==> src/rtl/sram_bus_arbiter.sv <==
// Shared external SRAM bus sequencer: arbitrates CPU and aux requesters and owns strobe timing.
// Optional build macro ARB_ROUNDROBIN_EN replaces fixed CPU priority with alternating priority.
module sram_bus_arbiter #(
  parameter int RD_STROBE = 2,
  parameter int WR_STROBE = 2
) (
  input  logic        clk6x,
  input  logic        reset,
  input  logic        cpu_req,
  input  logic        cpu_rwn,
  input  logic [20:0] cpu_addr,
  input  logic [7:0]  cpu_wdata,
  output logic        cpu_done,
  input  logic        aux_req,
  input  logic        aux_rwn,
  input  logic [20:0] aux_addr,
  input  logic [7:0]  aux_wdata,
  input  logic        aux_block,
  output logic        aux_done,
  output logic [7:0]  rdata,
  output logic [20:0] mem_addr,
  output logic [7:0]  mem_wdata,
  output logic        mem_wdata_oe,
  input  logic [7:0]  mem_rdata,
  output logic        m1cs_n,
  output logic        mrd_n,
  output logic        mwr_n
);

  typedef enum logic [1:0] {IDLE, SETUP, STROBE, HOLD} state_t;

  state_t     state;
  logic [2:0] strobe_cnt;
  logic       rwn_q;
  logic       owner_aux;
  logic       aux_ok;
  logic       grant_cpu;
  logic       grant_aux;

  // Counter counts down to zero, so the reload value is one less than the strobe width.
  function automatic logic [2:0] strobe_reload(input logic rwn);
    return rwn ? 3'(RD_STROBE - 1) : 3'(WR_STROBE - 1);
  endfunction

`ifdef ARB_ROUNDROBIN_EN
  logic last_grant_aux;

  always_comb begin
    aux_ok    = aux_req && !aux_block;
    grant_cpu = cpu_req;
    grant_aux = aux_ok;
    if (cpu_req && aux_ok) begin
      grant_cpu = last_grant_aux;
      grant_aux = !last_grant_aux;
    end
  end

  always_ff @(posedge clk6x or posedge reset) begin
    if (reset) begin
      last_grant_aux <= 1'b1;
    end else if (state == IDLE && (grant_cpu || grant_aux)) begin
      last_grant_aux <= grant_aux;
    end
  end
`else
  always_comb begin
    aux_ok    = aux_req && !aux_block;
    grant_cpu = cpu_req;
    grant_aux = !cpu_req && aux_ok;
  end
`endif

  always_ff @(posedge clk6x or posedge reset) begin
    if (reset) begin
      state        <= IDLE;
      strobe_cnt   <= 3'd0;
      rwn_q        <= 1'b1;
      owner_aux    <= 1'b0;
      m1cs_n       <= 1'b1;
      mrd_n        <= 1'b1;
      mwr_n        <= 1'b1;
      mem_wdata_oe <= 1'b0;
      cpu_done     <= 1'b0;
      aux_done     <= 1'b0;
      mem_addr     <= 21'd0;
      mem_wdata    <= 8'd0;
      rdata        <= 8'd0;
    end else begin
      cpu_done <= 1'b0;
      aux_done <= 1'b0;
      case (state)
        IDLE: begin
          if (grant_cpu || grant_aux) begin
            state     <= SETUP;
            owner_aux <= grant_aux;
            m1cs_n    <= 1'b0;
            if (grant_aux) begin
              mem_addr     <= aux_addr;
              mem_wdata    <= aux_wdata;
              rwn_q        <= aux_rwn;
              mem_wdata_oe <= !aux_rwn;
            end else begin
              mem_addr     <= cpu_addr;
              mem_wdata    <= cpu_wdata;
              rwn_q        <= cpu_rwn;
              mem_wdata_oe <= !cpu_rwn;
            end
          end
        end
        SETUP: begin
          state      <= STROBE;
          strobe_cnt <= strobe_reload(rwn_q);
          mrd_n      <= !rwn_q;
          mwr_n      <= rwn_q;
        end
        STROBE: begin
          // Read data is sampled on the edge that closes the strobe window.
          if (strobe_cnt == 3'd0) begin
            state    <= HOLD;
            mrd_n    <= 1'b1;
            mwr_n    <= 1'b1;
            cpu_done <= !owner_aux;
            aux_done <= owner_aux;
            if (rwn_q) begin
              rdata <= mem_rdata;
            end
          end else begin
            strobe_cnt <= strobe_cnt - 3'd1;
          end
        end
        HOLD: begin
          state        <= IDLE;
          m1cs_n       <= 1'b1;
          mem_wdata_oe <= 1'b0;
        end
        default: begin
          state <= IDLE;
        end
      endcase
    end
  end

endmodule

==> config.mk <==
export PLATFORM = sky130hd
export DESIGN_NAME = sram_bus_arbiter
export DESIGN_NICKNAME = d
export VERILOG_FILES = /design/src/rtl/sram_bus_arbiter.sv
export SDC_FILE = /design/constraint.sdc
export NUM_CORES = 1
export LEC_CHECK = 0
export BUFFER_PORTS_ARGS = -buffer_cell sky130_fd_sc_hd__buf_2
export CAP_MARGIN = 20
export CORE_MARGIN = 5
export CORE_UTILIZATION = 25
export DETAILED_ROUTE_END_ITERATION = 12
export GPL_TIMING_DRIVEN = 0
export PLACE_DENSITY = 0.5
export SLEW_MARGIN = 20
export SYNTH_ARGS = -nofsm -noshare
export SYNTH_HDL_FRONTEND = slang
export SYNTH_SLANG_ARGS = --single-unit
export TNS_END_PERCENT = 50
==> constraint.sdc <==
create_clock -name clk6x -period 4.4 [get_ports clk6x]
set_input_delay 0 -clock clk6x [delete_from_list [all_inputs] [get_ports clk6x]]
set_output_delay 0 -clock clk6x [all_outputs]
set_load 0.05 [all_outputs]
==> PnR_summary.wiki <==
{| class="wikitable"
! Metric !! Value
|-
| Status || finished clean
|-
| Area delta synth->final || 52.98%
|-
| Clock insertion delay at the later pin of the skew report || 290 ps
|-
| Total number of H-tree levels || 2
|-
| Number of nets in the layout || around 430
|-
| Worst Skew || 5.097 ps
|-
| Max-Slew Margin vs Limit || between 60% and 70%
|-
| Combined area of all synthesized cells || 2270 sq um
|-
| Most used cell, CP || buf_6
|-
| Share of flip-flops with an asynchronous set or reset after synthesis || 100.0%
|-
| Library cell with the largest summed area after synthesis || dfrtp_1
|-
| Setup repair after global routing missed its margin || no
|-
| Top cells by instance count after synthesis || dfrtp_1 (46), and3_1 (30), a221o_1 (29)
|-
| Final total power || between 2 and 3 mW
|-
| Dominant delay contributor by cell family on the critical path || flip-flops
|-
| Vias in the first global route || 2328
|-
| Max Fclk || between 0.5 and 0.6 GHz
|-
| Most common flop cell mapped by yosys || dfrtp_1
|-
| Final RePlAce weighted congestion || 0.7135
|-
| Crit Path Class || reg2reg
|-
| Number of remaining DRC errors || 0
|-
| Initial antenna violation count || 0
|-
| Detailed-route vias per instance || 4.676
|-
| End of the worst hold path || mem_addr[3]
|-
| Wire length of the first global-routing pass || 11500 microns
|-
| Capturing element type of the critical path || flip-flop
|-
| Worst reg2reg endpoint || mem_addr[6]
|-
| Number of post-CTS setup repair buffers || 0
|-
| Number of diodes || 0
|-
| Worst Setup Start Kind || flip-flop
|-
| Number of buffers inserted by port buffering || approximately 120
|-
| Depth of the worst register-to-register path || 7
|-
| Die area || 11080 sq um
|-
| Number of endpoints with negative hold slack in the final report || 0
|-
| CTS tree || yes
|-
| Number of max-capacitance violations reported || 0
|-
| Highest ir drop seen on vdd || 231.4 uV
|-
| Sequential area share after synthesis || between 50% and 60%
|-
| Global routing usage summed across all routing layers || 12.65%
|-
| Clock Pin Slew Worst Setup and Hold Paths || roughly 90 ps
|-
| Antenna Nets Post-Route || 0
|-
| Effective utilization at floorplan || 25.77%
|-
| Number of search-and-repair iterations in the first detailed-routing pass || 4
|-
| Most instantiated library cell after synthesis || dfrtp_1
|-
| Synthesis-stage register bit count || 50
|-
| Number of warning messages in the yosys log || 0
|-
| Biggest cell delay along the critical path || 420 ps
|-
| Global-route congestion overflow total || 0
|-
| Slowest CP cell || dfrtp_1
|-
| Synthesized instance count || 187
|-
| Biggest area contributors in the synthesized netlist || dfrtp_1 (51%), a221o_1 (13%), and3_1 (8.3%)
|-
| DRT Wirelength || just over 7000 microns
|-
| Mean cell area of the mapped netlist || 12.14 sq um
|-
| Number of nets produced by synthesis || 267
|-
| Chip Width || 105.3 microns
|-
| FF-to-FF setup slack || 2440 ps
|-
| Number of top-level design ports || about 120
|-
| Number of pins exceeding their max-slew limit in the final report || 0
|-
| Detailed placement HPWL || 5091 microns
|-
| Crit path time final || 1965 ps
|-
| Floorplan die height || between 100 and 150 microns
|-
| Required arrival time at the worst endpoint || about 4600 ps
|-
| Top cell type's share of synthesized area || 50.72%
|-
| Via count of the routed design || 2137
|-
| # clock sinks || 50
|-
| Distinct cell type count of the synthesized netlist || 29
|-
| Average wire length per cell after detail routing || 15.41 microns
|-
| Root Buffer || clkbuf_8
|-
| Final setup violating endpoints || 0
|-
| Instance area at placement || 3000 sq um
|-
| Rows || 34
|-
| Final Worst Setup Slack || around 2400 ps
|-
| Maximum number of pins on one net before global-route repair || 29
|-
| CTS Buf Count || 5
|-
| Startpoint of the most critical register-to-register path || state[0]
|-
| Arrival time at the worst endpoint || around 2200 ps
|-
| Ordered cell list for the critical path || inv_1, ha_1, nor2b_2, and2_4, buf_6, buf_6, a221o_1
|-
| Pleak || 1.809 nW
|-
| Clock Tree Buf Depth || 2
|-
| Final design instance area without fill || 3472 sq um
|-
| Iteration-0 DRC count of the detailed router || between 70 and 80
|-
| Area of the core || 8806 sq um
|-
| Worst Tran Pin Value || 524.4 ps
|-
| Path class of the lowest-slack min-delay path || in2reg
|-
| Worst-path maximum fanout || 10
|-
| Cell Pwr Density || between 700 and 800 nW/um^2
|-
| Beginning of the worst hold path || cpu_addr[3]
|-
| Sum of negative setup slack || 0 ps
|-
| EDFF count, synth || 0
|-
| Fraction of layout cells with a size suffix above 1 || 39.26%
|-
| Worst-case setup slack after placement || 2429 ps
|-
| Buffers & Inverters on Critical Path || 3
|-
| Final critical-path share of the clock period || roughly 45%
|-
| Hold path depth || 3
|}
==> where the power goes <==
part | switching (mW) | internal, mW | total [mW] | leakage (nW)
combinational | 1.03 | 0.454 | 1.48 | 1.15
sequential | 0.116 | 0.684 | 0.800 | 0.611
clock | 0.147 | 0.127 | 0.274 | 0.0482
total | 1.29 | 1.27 | 2.56 | 1.81
==> cell type report <==
type | instances | area (sq um)
Buffer | 14 | 72.57
Clock inverter | 1 | 5.005
Inverter | 8 | 30.03
Fill cell | 917 | 5334
Sequential cell | 50 | 1256
Clock buffer | 7 | 86.33
Multi-Input combinational cell | 115 | 910.9
Tap cell | 108 | 135.1
Timing Repair Buffer | 154 | 975.9
==> through the flow <==
| stage | std cells | util, % | hold slack, ps |
|---|---|---|---|
| floorplan | 187 | - | 131.7 |
| global route | 457 | 39.43 | 21.45 |
| global placement | 410 | 33.84 | 212.8 |
| finish | 457 | 39.43 | 27.70 |
| detailed placement | 411 | 34.07 | 63.38 |
| CTS | 457 | 39.43 | 13.36 |
==> kinds of logic (layout without fill, tap and decap cells) <==
group	after synthesis	count (layout)	synth area share [%]
buf+inv	22	184	4.520
simple gates	52	52	13.89
flops	50	50	55.35
mux	9	9	4.465
fa+ha+maj	7	7	3.859
compound gates	47	47	17.92
==> repair_timing <==
action,CTS,global route
gates resized for setup,0,0
endpoints found under the hold margin,59,0
hold buffers,38,0
==> worst register-to-register path, delay by kind of cell (launching register included) <==
kind | cells | cell delay [ps]
adders and majority gates | 1 | 340
AOI/OAI and AO/OA | 1 | 310
buffers and inverters | 3 | 380
and+or+nand+nor | 2 | 410
DFF | 1 | 420
==> sequential cells by signal (all words and copies together) (netlist names) <==
signal / cells
mem_addr: 21
m1cs_n: 1
aux_done: 1
mem_wdata_oe: 1
cpu_done: 1
rdata: 8
mem_wdata: 8
rwn_q: 1
owner_aux: 1
mrd_n: 1
state: 2
mwr_n: 1
strobe_cnt: 3
==> how the worst max path moves through the flow <==
stage / startpoint / to / slack [ps] / cells after the start
2_1_floorplan: state[0] / mem_addr[0] / 2720 / 7
3_3_place_gp: reset / mem_addr[1] / 2440 / 2
3_5_place_dp: state[0] / mem_addr[6] / 2430 / 5
4_1_cts: state[0] / mem_addr[6] / 2400 / 5
5_1_grt: state[0] / mem_addr[6] / 2270 / 7
6_report: state[0] / mem_addr[6] / 2440 / 7
==> routing by layer <==
metal  wire length (microns)  track usage, %
met1                    2987           16.07
met2                    3491           21.68
met4                     108           3.187
met3                     456           2.995
met5                       0               0
==> cells in the final DEF (no fill, tap or decap), types with 6 or more instances in the layout <==
cell and n:
dlygate4sd3_1 38, mux2_1 9, inv_1 7, and3_1 30
clkbuf_8 6, a221o_1 29, buf_2 119, ha_1 7
clkbuf_1 9, dfrtp_1 46
Note: power is estimated with default switching activity, not from simulation.
